### src/rtl/aes_round_ctrl.sv
`default_nettype none
// +--------------------------------------------------------------------------+
// | Module  : aes_round_ctrl                                                 |
// | Brief   : AES encrypt round sequencer: ark/round/mix strobes and rcon.   |
// |           Optional stall input when AES_CTRL_STALL_EN is defined.        |
// | Revision: 1.0 - initial release                                          |
// +--------------------------------------------------------------------------+
module aes_round_ctrl #(
  parameter  int NR = 10,
  localparam int RW = $clog2(NR + 1)
) (
  input  logic          clk,
  input  logic          rst,
  input  logic          in_valid,
  output logic          in_ready,
  output logic          ark_init,
  output logic          round_en,
  output logic          mix_en,
  output logic [RW-1:0] round,
  output logic          rcon_step,
  output logic [7:0]    rcon,
  output logic          out_valid,
  input  logic          out_ready
`ifdef AES_CTRL_STALL_EN
  ,
  input  logic          stall
`endif
);

  generate
    if (NR != 10 && NR != 14) begin : g_bad_nr
      $error("aes_round_ctrl: NR must be 10 or 14");
    end
  endgenerate

  localparam logic [1:0]    c_IDLE    = 2'd0;
  localparam logic [1:0]    c_INIT    = 2'd1;
  localparam logic [1:0]    c_ROUND   = 2'd2;
  localparam logic [1:0]    c_DONE    = 2'd3;
  localparam logic [RW-1:0] c_NR_LAST = RW'(NR);

  logic [1:0]    state_q, state_d;
  logic [RW-1:0] round_q, round_d;
  logic [7:0]    rcon_q, rcon_d;
  logic          ark_q, ark_d;
  logic          ren_q, ren_d;
  logic          mix_q, mix_d;
  logic          step_q, step_d;
  logic          ov_q, ov_d;
  logic          w_stall;
  logic          w_adv;
  logic [7:0]    w_xtime;

`ifdef AES_CTRL_STALL_EN
  assign w_stall = stall && ((state_q == c_INIT) || (state_q == c_ROUND));
`else
  assign w_stall = 1'b0;
`endif

  assign w_xtime = {rcon_q[6:0], 1'b0} ^ (rcon_q[7] ? 8'h1B : 8'h00);

  always_ff @(posedge clk) begin
    if (rst) begin
      state_q <= c_IDLE;
      round_q <= '0;
      rcon_q  <= 8'h00;
      ark_q   <= 1'b0;
      ren_q   <= 1'b0;
      mix_q   <= 1'b0;
      step_q  <= 1'b0;
      ov_q    <= 1'b0;
    end else begin
      state_q <= state_d;
      round_q <= round_d;
      rcon_q  <= rcon_d;
      ark_q   <= ark_d;
      ren_q   <= ren_d;
      mix_q   <= mix_d;
      step_q  <= step_d;
      ov_q    <= ov_d;
    end
  end

  // w_adv marks entry into a new active round on the coming edge
  always_comb begin
    state_d = state_q;
    round_d = round_q;
    rcon_d  = rcon_q;
    w_adv   = 1'b0;
    case (state_q)
      c_IDLE: begin
        if (in_valid) begin
          state_d = c_INIT;
          round_d = '0;
          rcon_d  = 8'h00;
        end
      end
      c_INIT: begin
        if (!w_stall) begin
          state_d = c_ROUND;
          round_d = RW'(1);
          w_adv   = 1'b1;
        end
      end
      c_ROUND: begin
        if (!w_stall) begin
          if (round_q == c_NR_LAST) begin
            state_d = c_DONE;
          end else begin
            round_d = round_q + 1'b1;
            w_adv   = 1'b1;
          end
        end
      end
      c_DONE: begin
        if (out_ready) begin
          state_d = c_IDLE;
          round_d = '0;
          rcon_d  = 8'h00;
        end
      end
      default: state_d = c_IDLE;
    endcase
    // AES-256 consumes a round constant only every second round
    if (w_adv && ((NR != 14) || !round_d[0])) begin
      rcon_d = (rcon_q == 8'h00) ? 8'h01 : w_xtime;
    end
  end

  always_comb begin
    ark_d  = (state_q == c_IDLE) && in_valid;
    ren_d  = w_adv;
    step_d = w_adv && ((NR != 14) || !round_d[0]);
    mix_d  = w_stall ? mix_q : (w_adv && (round_d != c_NR_LAST));
    ov_d   = (state_d == c_DONE);
  end

  assign in_ready  = (state_q == c_IDLE);
  assign ark_init  = ark_q;
  assign round_en  = ren_q;
  assign mix_en    = mix_q;
  assign round     = round_q;
  assign rcon_step = step_q;
  assign rcon      = rcon_q;
  assign out_valid = ov_q;

endmodule
`default_nettype wire

### config.mk
export PLATFORM = sky130hd
export DESIGN_NAME = aes_round_ctrl
export DESIGN_NICKNAME = d
export VERILOG_FILES = /design/src/rtl/aes_round_ctrl.sv
export SDC_FILE = /design/constraint.sdc
export NUM_CORES = 1
export LEC_CHECK = 0
export CORE_MARGIN = 3
export CORE_UTILIZATION = 40
export CTS_CLUSTER_DIAMETER = 100
export DETAILED_ROUTE_END_ITERATION = 8
export DONT_BUFFER_PORTS = 1
export PLACE_DENSITY = 0.5
export SETUP_SLACK_MARGIN = 0.02
export SLEW_MARGIN = 30
export SYNTH_ARGS = -nofsm -noshare
export SYNTH_HDL_FRONTEND = slang
export SYNTH_SLANG_ARGS = --single-unit
export TNS_END_PERCENT = 30
### constraint.sdc
create_clock -name clk -period 4.3 [get_ports clk]
set_clock_uncertainty 0.2 [all_clocks]
set_input_delay 0.86 -clock clk [delete_from_list [all_inputs] [get_ports clk]]
set_output_delay 0.86 -clock clk [all_outputs]
set_load 0.02 [all_outputs]
==> key figures, run 1 <==
Floorplan
  – Die width: 53.3 um
  – Core Box Area: 2040 sq um
  – Initial Util: 43.8%
  – Die ar.: 2840 sq um
  – Die Height: 53.3 um
  – Num rows: 16
  – # IOs: 22

Routing
  – Wire length on met3: 83 um
  – Top Layer Used: met4
  – Vias per inst: 5.38
  – Drt total wl: 1680 um
  – Met2 routed WL: 730 um
  – Routed vias: 635
  – Met1 WL: 857 um
  – # DRC: 0
  – Number of DRC markers in iteration 0: 4
  – Drt first pass iters: 4
  – Post-route ant nets: 0
  – WL/cell: 14.2 um

Synthesis
  – Prevailing post-synth register cell: dfxtp_1
  – Synth top cells by count: dfxtp_1 (18), nor2_1 (8), a22o_1 (7), a21oi_1 (6), ha_1 (6)
  – Dominant cell type by area after synthesis: dfxtp_1
  – Syn Inst Count: 91
  – Post-Syn Area: 893 sq um
  – Synthesis-stage register bit count: 18
  – Adder-cell share of the synthesized area: 8.40%
  – Post-synth EDFFs: 0
  – Yosys top cell area share: 40.3%
  – Count leader, synth: dfxtp_1
  – Syn_area_per_cell: 9.82 sq um
  – Combinational family with the most area after synthesis: compound AO/OA/AOI/OAI gates
  – Synth Area in Compound Gates: 22.3%
  – Post-Synth Simple-Gate Area: 16.7%
  – Net count after synthesis: 101
  – Post-synthesis mux area share: 1.68%
  – Ys async rst share: 0%
  – Seq/Total Area, Yosys: 40.3%
  – Synth Area in XOR/XNOR: 3.92%
  – Yosys Warn Count: 0
  – Largest cells by area after synthesis: dfxtp_1 (40%), ha_1 (8.4%), a22o_1 (6.9%)
  – Yosys cell types: 35

Timing
  – Slew Limit Headroom: 62.0%
  – Setup ws final: 2.00 ns
  – Worst-Margin Slew: 0.570 ns
  – Tcrit/Tclk final: 53.4%
  – FMAX: 435 MHz
  – Final Hold Vio Count: 0
  – # setup viols final: 0
  – Max-slew violations: 0
  – RSZ-0062 raised after global routing: false
  – Total negative slack: 0 ns
  – Tmin final: 2.30 ns

Global route
  – First-pass GRT wire length: 2700 um
  – Largest net degree at the start of global routing: 14
  – Total GRT Usage: 13.1%
  – Grt ovf: 0
  – Number of global-route vias before repair: 564
  – Initial antenna violation count: 0

Final layout
  – Area Growth Syn to Fin: 4.06%
  – Diodes inserted: 0
  – Area of the multi-input gates: 473 sq um
  – Register area: 360 sq um
  – Nets: 102
  – Layout cells sized above 1: 12.1%
  – Layout fillers: 211

Setup path
  – Setup Crit Path Kind: reg -> out
  – Buf+Inv Stages, Crit Path: 1
  – CP cell instances: inv_1 -> ha_1
  – CP peak stage delay: 0.52 ns
  – Req. time, crit path: 3.24 ns
  – CP top delay family: adder cells
  – Startpoint Class: flop
  – Worst-path fanout max: 13
  – Critical Path AT: 1.24 ns
  – CP max stage cell: ha_1
  – Setup crit end kind: output pin

Clock tree
  – H-Tree Depth: 1
  – CTS resizes: 0
  – Clock Tree Buf Depth: 2
  – Worst-path clk slew: 0.09 ns
  – CTS Buf Count: 3
  – # hold bufs at CTS: 0
  – CTS tree: built
  – Clk Latency, worst-skew pair: 0.28 ns
  – Clk sinks: 18
  – Post-CTS Setup Inserts: 0
  – Root cell of the clock tree: clkbuf_4

Place
  – GPL Wtd Cong: 0.829
  – Detail Placement HPWL: 1280 um
  – I/O Buffers: 0
  – Worst slack, placed: 2.14 ns

Job
  – Max_cap viols: 0

Power
  – Pwr dens: 383 nW/um^2
  – Leak pwr: 0.000420 uW
  – VDD IR max: 0.256 mV

Hold path
  – HP Class: reg -> reg

Status
  – Status: finished, final reports clean
flip-flops by register name (all words and copies together) (netlist names):
signal,count
rcon,8
round,4
state_q,2
ark_init,1
mix_en,1
out_valid,1
rcon_step,1
path summary, 6_finish.rpt:
kind                           end             startpoint  depth (start not counted)  slack (ns)
max                       in_ready  state_q[0]$_SDFF_PP0_                          2        2.00
min          state_q[1]$_SDFF_PP0_  state_q[1]$_SDFF_PP0_                          2        0.39
max reg2reg      mix_en$_SDFF_PP0_    round[0]$_SDFF_PP0_                          7        2.14
min reg2reg  state_q[1]$_SDFF_PP0_  state_q[1]$_SDFF_PP0_                          2        0.39
where the power goes:
group | total [uW] | leakage (uW) | internal (uW) | switching, uW
combinational | 65.7 | 0.000253 | 26.9 | 38.7
clock | 98.3 | 0.0000210 | 51.5 | 46.8
sequential | 192 | 0.000146 | 175 | 17.0
worst reg2reg max path, stage by stage, from the launching register on:
cell and delay (ns):
dfxtp_1 0.54, clkinv_1 0.21, ha_1 0.28, nand3b_4 0.11, xnor2_1 0.07, a221o_1 0.29, o21ai_1 0.19, a41oi_1 0.14
cell type report:
cell class / instances / share of cell area, %
Clock buffer: 4 / 3.90
Inverter: 7 / 2.83
Multi-Input combinational cell: 62 / 50.9
Sequential cell: 18 / 38.8
Tap cell: 27 / 3.63
through the flow:
stage | power [uW] | cells | hold WS (ns) | area [sq um] | util, %
after global placement | 262 | 114 | 0.383 | 893 | 43.8
after detailed placement | 262 | 114 | 0.378 | 893 | 43.8
final | 356 | 118 | 0.390 | 930 | 45.5
after global routing | 379 | 118 | 0.409 | 930 | 45.5
after floorplan | 255 | 91 | 0.323 | 893 | -
after CTS | 362 | 118 | 0.401 | 930 | 45.5
cell families (layout without fill, tap and decap cells):
group	Yosys count	in the layout
compound gates	27	27
simple gates	24	24
flops	18	18
buf+inv	11	11
fa+ha+maj	6	6
xor+xnor	4	4
mux	1	1
layout by cell type (no fill, tap or decap), drive strengths merged:
cell	netlist	layout
o31ai	1	1
a31oi	1	1
nor2	8	8
nand2	2	2
a221o	1	1
clkbuf	0	4
nand3b	1	1
a41oi	1	1
mux2	1	1
dfxtp	18	18
nor3	2	2
nand2b	3	3
nor2b	6	6
nand3	1	1
clkinv	1	1
o21bai	1	1
a21oi	7	7
ha	6	6
nor4	1	1
xnor2	1	1
a221oi	1	1
inv	6	6
a21boi	1	1
a22o	7	7
o21a	1	1
o2bb2ai	1	1
xor2	3	3
o21ai	4	4
routing by layer:
metal / up-vias / GRT usage [%]
li1: 321 / -
met1: 299 / 18.4
met2: 13 / 18.4
met3: 2 / 5.63
met4: 0 / 2.55
met5: - / 0
Note: power is estimated with default switching activity, not from simulation.
==> run 2, diff against run 1 <==
--- a/config.mk
+++ b/config.mk
@@ -5,12 +5,13 @@
 export SDC_FILE = /design/constraint.sdc
 export NUM_CORES = 1
 export LEC_CHECK = 0
+export ABC_AREA = 1
 export CORE_MARGIN = 3
 export CORE_UTILIZATION = 40
 export CTS_CLUSTER_DIAMETER = 100
 export DETAILED_ROUTE_END_ITERATION = 8
 export DONT_BUFFER_PORTS = 1
-export PLACE_DENSITY = 0.5
+export PLACE_DENSITY = 0.52
 export SETUP_SLACK_MARGIN = 0.02
 export SLEW_MARGIN = 30
 export SYNTH_ARGS = -nofsm -noshare
==> constraint.sdc (replaced) <==
create_clock -name clk -period 1.9 [get_ports clk]
set_clock_uncertainty 0.2 [all_clocks]
set_input_delay 0.38 -clock clk [delete_from_list [all_inputs] [get_ports clk]]
set_output_delay 0.38 -clock clk [all_outputs]
set_load 0.02 [all_outputs]
==> run 2 against run 1 <==
Die area grew 9.7%. Largest power group unchanged. Sequential power increased by 110%. Hold slack worse by 0.30 ns. Sequential share of layout area is 5.5 points lower. Critical endpoint unchanged. Sequential cell count is the same.
==> key figures, run 2 <==
Status
  – Status: finished, final reports clean (unchanged)

Synthesis
  – Post-synth EDFFs: 0 (unchanged)
  – Net count after synthesis: 146 (was 101)
  – Syn Inst Count: 136 (was 91)
  – Prevailing post-synth register cell: dfxtp_1 (unchanged)
  – Post-Syn Area: 991 sq um (was 893 sq um)
  – Ys async rst share: 0% (unchanged)
  – Dominant cell type by area after synthesis: dfxtp_1 (unchanged)
  – Synthesis-stage register bit count: 18 (unchanged)
  – Yosys Warn Count: 0 (unchanged)
  – Seq/Total Area, Yosys: 36.4% (was 40.3%)
  – Yosys cell types: 26 (was 35)
  – Count leader, synth: nand2_1 (was dfxtp_1)
  – Yosys top cell area share: 36.4% (was 40.3%)
  – Syn_area_per_cell: 7.29 sq um (was 9.82 sq um)
  – Largest cells by area after synthesis: dfxtp_1 (36%), nand2_1 (11%), ha_1 (7.6%) (was dfxtp_1 (40%), ha_1 (8.4%), a22o_1 (6.9%))
  – Synth top cells by count: nand2_1 (29), dfxtp_1 (18), inv_1 (17), nor2_1 (13), nand3_1 (11) (was dfxtp_1 (18), nor2_1 (8), a22o_1 (7), a21oi_1 (6), ha_1 (6))

Setup path
  – Startpoint Class: flop (unchanged)
  – RR Startpoint: state_q[0]$_SDFF_PP0_ (was round[0]$_SDFF_PP0_)
  – Worst r2r dst: out_valid$_SDFF_PP0_ (was mix_en$_SDFF_PP0_)
  – CP peak stage delay: 0.38 ns (was 0.52 ns)
  – Setup Crit Path Kind: reg -> out (unchanged)
  – Worst r2r path cells: 9 (was 7)
  – Critical Path AT: 1.22 ns (was 1.24 ns)
  – Worst setup endpoint: in_ready (unchanged)
  – Setup slack, reg-to-reg: 0.20 ns (was 2.14 ns)
  – Worst-path fanout max: 5 (was 13)
  – CP cell instances: inv_1 -> ha_1 -> buf_4 (was inv_1 -> ha_1)
  – CP max stage cell: dfxtp_1 (was ha_1)
  – Worst Setup SP: state_q[0]$_SDFF_PP0_ (unchanged)
  – Setup crit end kind: output pin (unchanged)
  – Req. time, crit path: 1.32 ns (was 3.24 ns)

Global route
  – First-pass GRT wire length: 3450 um (was 2700 um)
  – Initial antenna violation count: 0 (unchanged)
  – Number of global-route vias before repair: 788 (was 564)
  – Grt ovf: 0 (unchanged)
  – Largest net degree at the start of global routing: 15 (was 14)
  – Total GRT Usage: 13.7% (was 13.1%)

Clock tree
  – H-Tree Depth: 1 (unchanged)
  – Clock Tree Buf Depth: 2 (unchanged)
  – Clk Latency, worst-skew pair: 0.29 ns (was 0.28 ns)
  – Root cell of the clock tree: clkbuf_4 (unchanged)
  – CTS Buf Count: 3 (unchanged)
  – CTS tree: built (unchanged)
  – Worst-path clk slew: 0.09 ns (about the same)
  – CTS resizes: 0 (unchanged)
  – Clk sinks: 18 (unchanged)

Floorplan
  – Num rows: 17 (was 16)
  – Core Box Area: 2280 sq um (was 2040 sq um)
  – Die width: 55.8 um (was 53.3 um)
  – Die ar.: 3110 sq um (was 2840 sq um)
  – # IOs: 22 (unchanged)
  – Die Height: 55.8 um (was 53.3 um)
  – Initial Util: 43.5% (was 43.8%)

Timing
  – Tcrit/Tclk final: 94.7%
  – Slew Limit Headroom: 66.4% (was 62.0%)
  – Tmin final: 1.80 ns
  – FMAX: 556 MHz
  – Total negative slack: 0 ns (unchanged)
  – Max-slew violations: 0 (unchanged)
  – # setup viols final: 0 (unchanged)
  – RSZ-0062 raised after global routing: false (unchanged)
  – Worst-Margin Slew: 0.503 ns (was 0.570 ns)
  – Final Hold Vio Count: 0 (unchanged)

Final layout
  – Finished Core Util: 47.7% (was 45.5%)
  – Max reg flops: 8 (unchanged)
  – Nets: 155 (was 102)
  – Diodes inserted: 0 (unchanged)
  – Area Growth Syn to Fin: 9.47% (was 4.06%)
  – Most common cell after layout, fill and taps aside: nand2_1 (was dfxtp_1)
  – Most frequent cells in the layout: nand2_1 (29), dfxtp_1 (18), inv_1 (17), nor2_1 (13), nand3_1 (11) (was dfxtp_1 (18), nor2_1 (8), a22o_1 (7), a21oi_1 (6), ha_1 (6))
  – Layout cells sized above 1: 16.8% (was 12.1%)
  – Post-Layout Cell Count: 171 (was 118)

Place
  – Placed Cells: 167 (was 114)
  – GPL Wtd Cong: 0.760 (was 0.829)
  – Detail Placement HPWL: 1610 um (was 1280 um)
  – I/O Buffers: 0 (unchanged)

Routing
  – Number of DRC markers in iteration 0: 8 (was 4)
  – Routed vias: 870 (was 635)
  – Post-route ant nets: 0 (unchanged)
  – WL/cell: 12.1 um (was 14.2 um)
  – # DRC: 0 (unchanged)
  – Drt first pass iters: 4 (unchanged)
  – Vias per inst: 5.09 (was 5.38)
  – Drt total wl: 2060 um (was 1680 um)

Power
  – Leak pwr: 0.000499 uW (was 0.000420 uW)
  – VDD IR max: 0.375 mV (was 0.256 mV)
  – Pwr dens: 657 nW/um^2 (was 383 nW/um^2)

Job
  – Max_cap viols: 0 (unchanged)

Hold path
  – HP Class: in -> reg (was reg -> reg)
-- run 2: changes by cell type after synthesis, moves of 3 or more --
cell,before,now
nand2_1,2,29
inv_1,5,17
nand3_1,1,11
a22o_1,7,0
nor2_1,8,13
nor2b_1,5,0
a21oi_1,6,10
nand2_2,0,4
inv_2,1,4
nand2b_1,3,0
-- run 2: final cells by class --
type                            instances  area [sq um]
Multi-Input combinational cell         94           532
Fill cell                             241          1190
Timing Repair Buffer                    6          47.5
Clock buffer                            3          22.5
Tap cell                               28          35.0
Inverter                               22          87.6
Sequential cell                        18           360
-- run 2: worst max-delay path, delay by kind of cell, from the launching register on --
family | cells | cell delay [ns]
fa+ha+maj | 1 | 0.28
buf+inv | 2 | 0.27
flops | 1 | 0.38
-- run 2: worst min-delay path by stage --
| stage | cells past startpoint | to | start | slack (ns) |
|---|---|---|---|---|
| 2_1_floorplan | 1 | out_valid$_SDFF_PP0_ | rst | 0.26 |
| 3_3_place_gp | 1 | rcon[0]$_SDFFE_PP0P_ | rst | 0.25 |
| 3_5_place_dp | 1 | rcon[4]$_SDFFE_PP0P_ | rst | 0.25 |
| 4_1_cts | 2 | ark_init$_SDFF_PP0_ | in_valid | 0.08 |
| 5_1_grt | 2 | ark_init$_SDFF_PP0_ | in_valid | 0.09 |
| 6_report | 2 | ark_init$_SDFF_PP0_ | in_valid | 0.09 |
-- run 2: what timing repair did --
item                      4_1_cts  5_1_grt
buffers inserted                0        0
hold endpoints to repair       14        0
hold buffers                    1        0
-- run 2: per-layer routing --
metal	wire (um)	vias up	GRT usage (%)	part of all wire [%]
met5	0	-	0	0
met4	12	0	3.13	0.58
met3	136	2	5.57	6.6
met2	883	22	20.4	43
met1	1030	394	18.5	50
li1	-	452	-	-
-- run 2: kinds of logic after synthesis --
group	after synthesis	share of synthesized area, %
XOR/XNOR	1	0.884
AND/OR/NAND/NOR	66	32.6
flip-flops	18	36.4
buffers and inverters	24	9.97
AO/OA/AOI/OAI	21	12.6
adder cells (fa/ha/maj)	6	7.58
-- run 2: stage by stage --
step	power [uW]	hold WS (ns)	worst slack, ns	cell area (sq um)
4_1_cts	725	0.0759	0.0909	1080
5_1_grt	752	0.0863	0.0304	1080
2_1_floorplan	512	0.258	0.224	991
6_report	713	0.0922	0.101	1080
3_3_place_gp	535	0.251	0.211	1050
3_5_place_dp	534	0.253	0.208	1050
-- run 2: report_power, final --
group | switching (uW) | internal, uW | total, uW | leakage, uW
registers | 15.1 | 387 | 402 | 0.000146
clock network | 108 | 73.6 | 182 | 0.0000138
logic | 88.2 | 40.8 | 129 | 0.000339
total | 211 | 501 | 713 | 0.000499
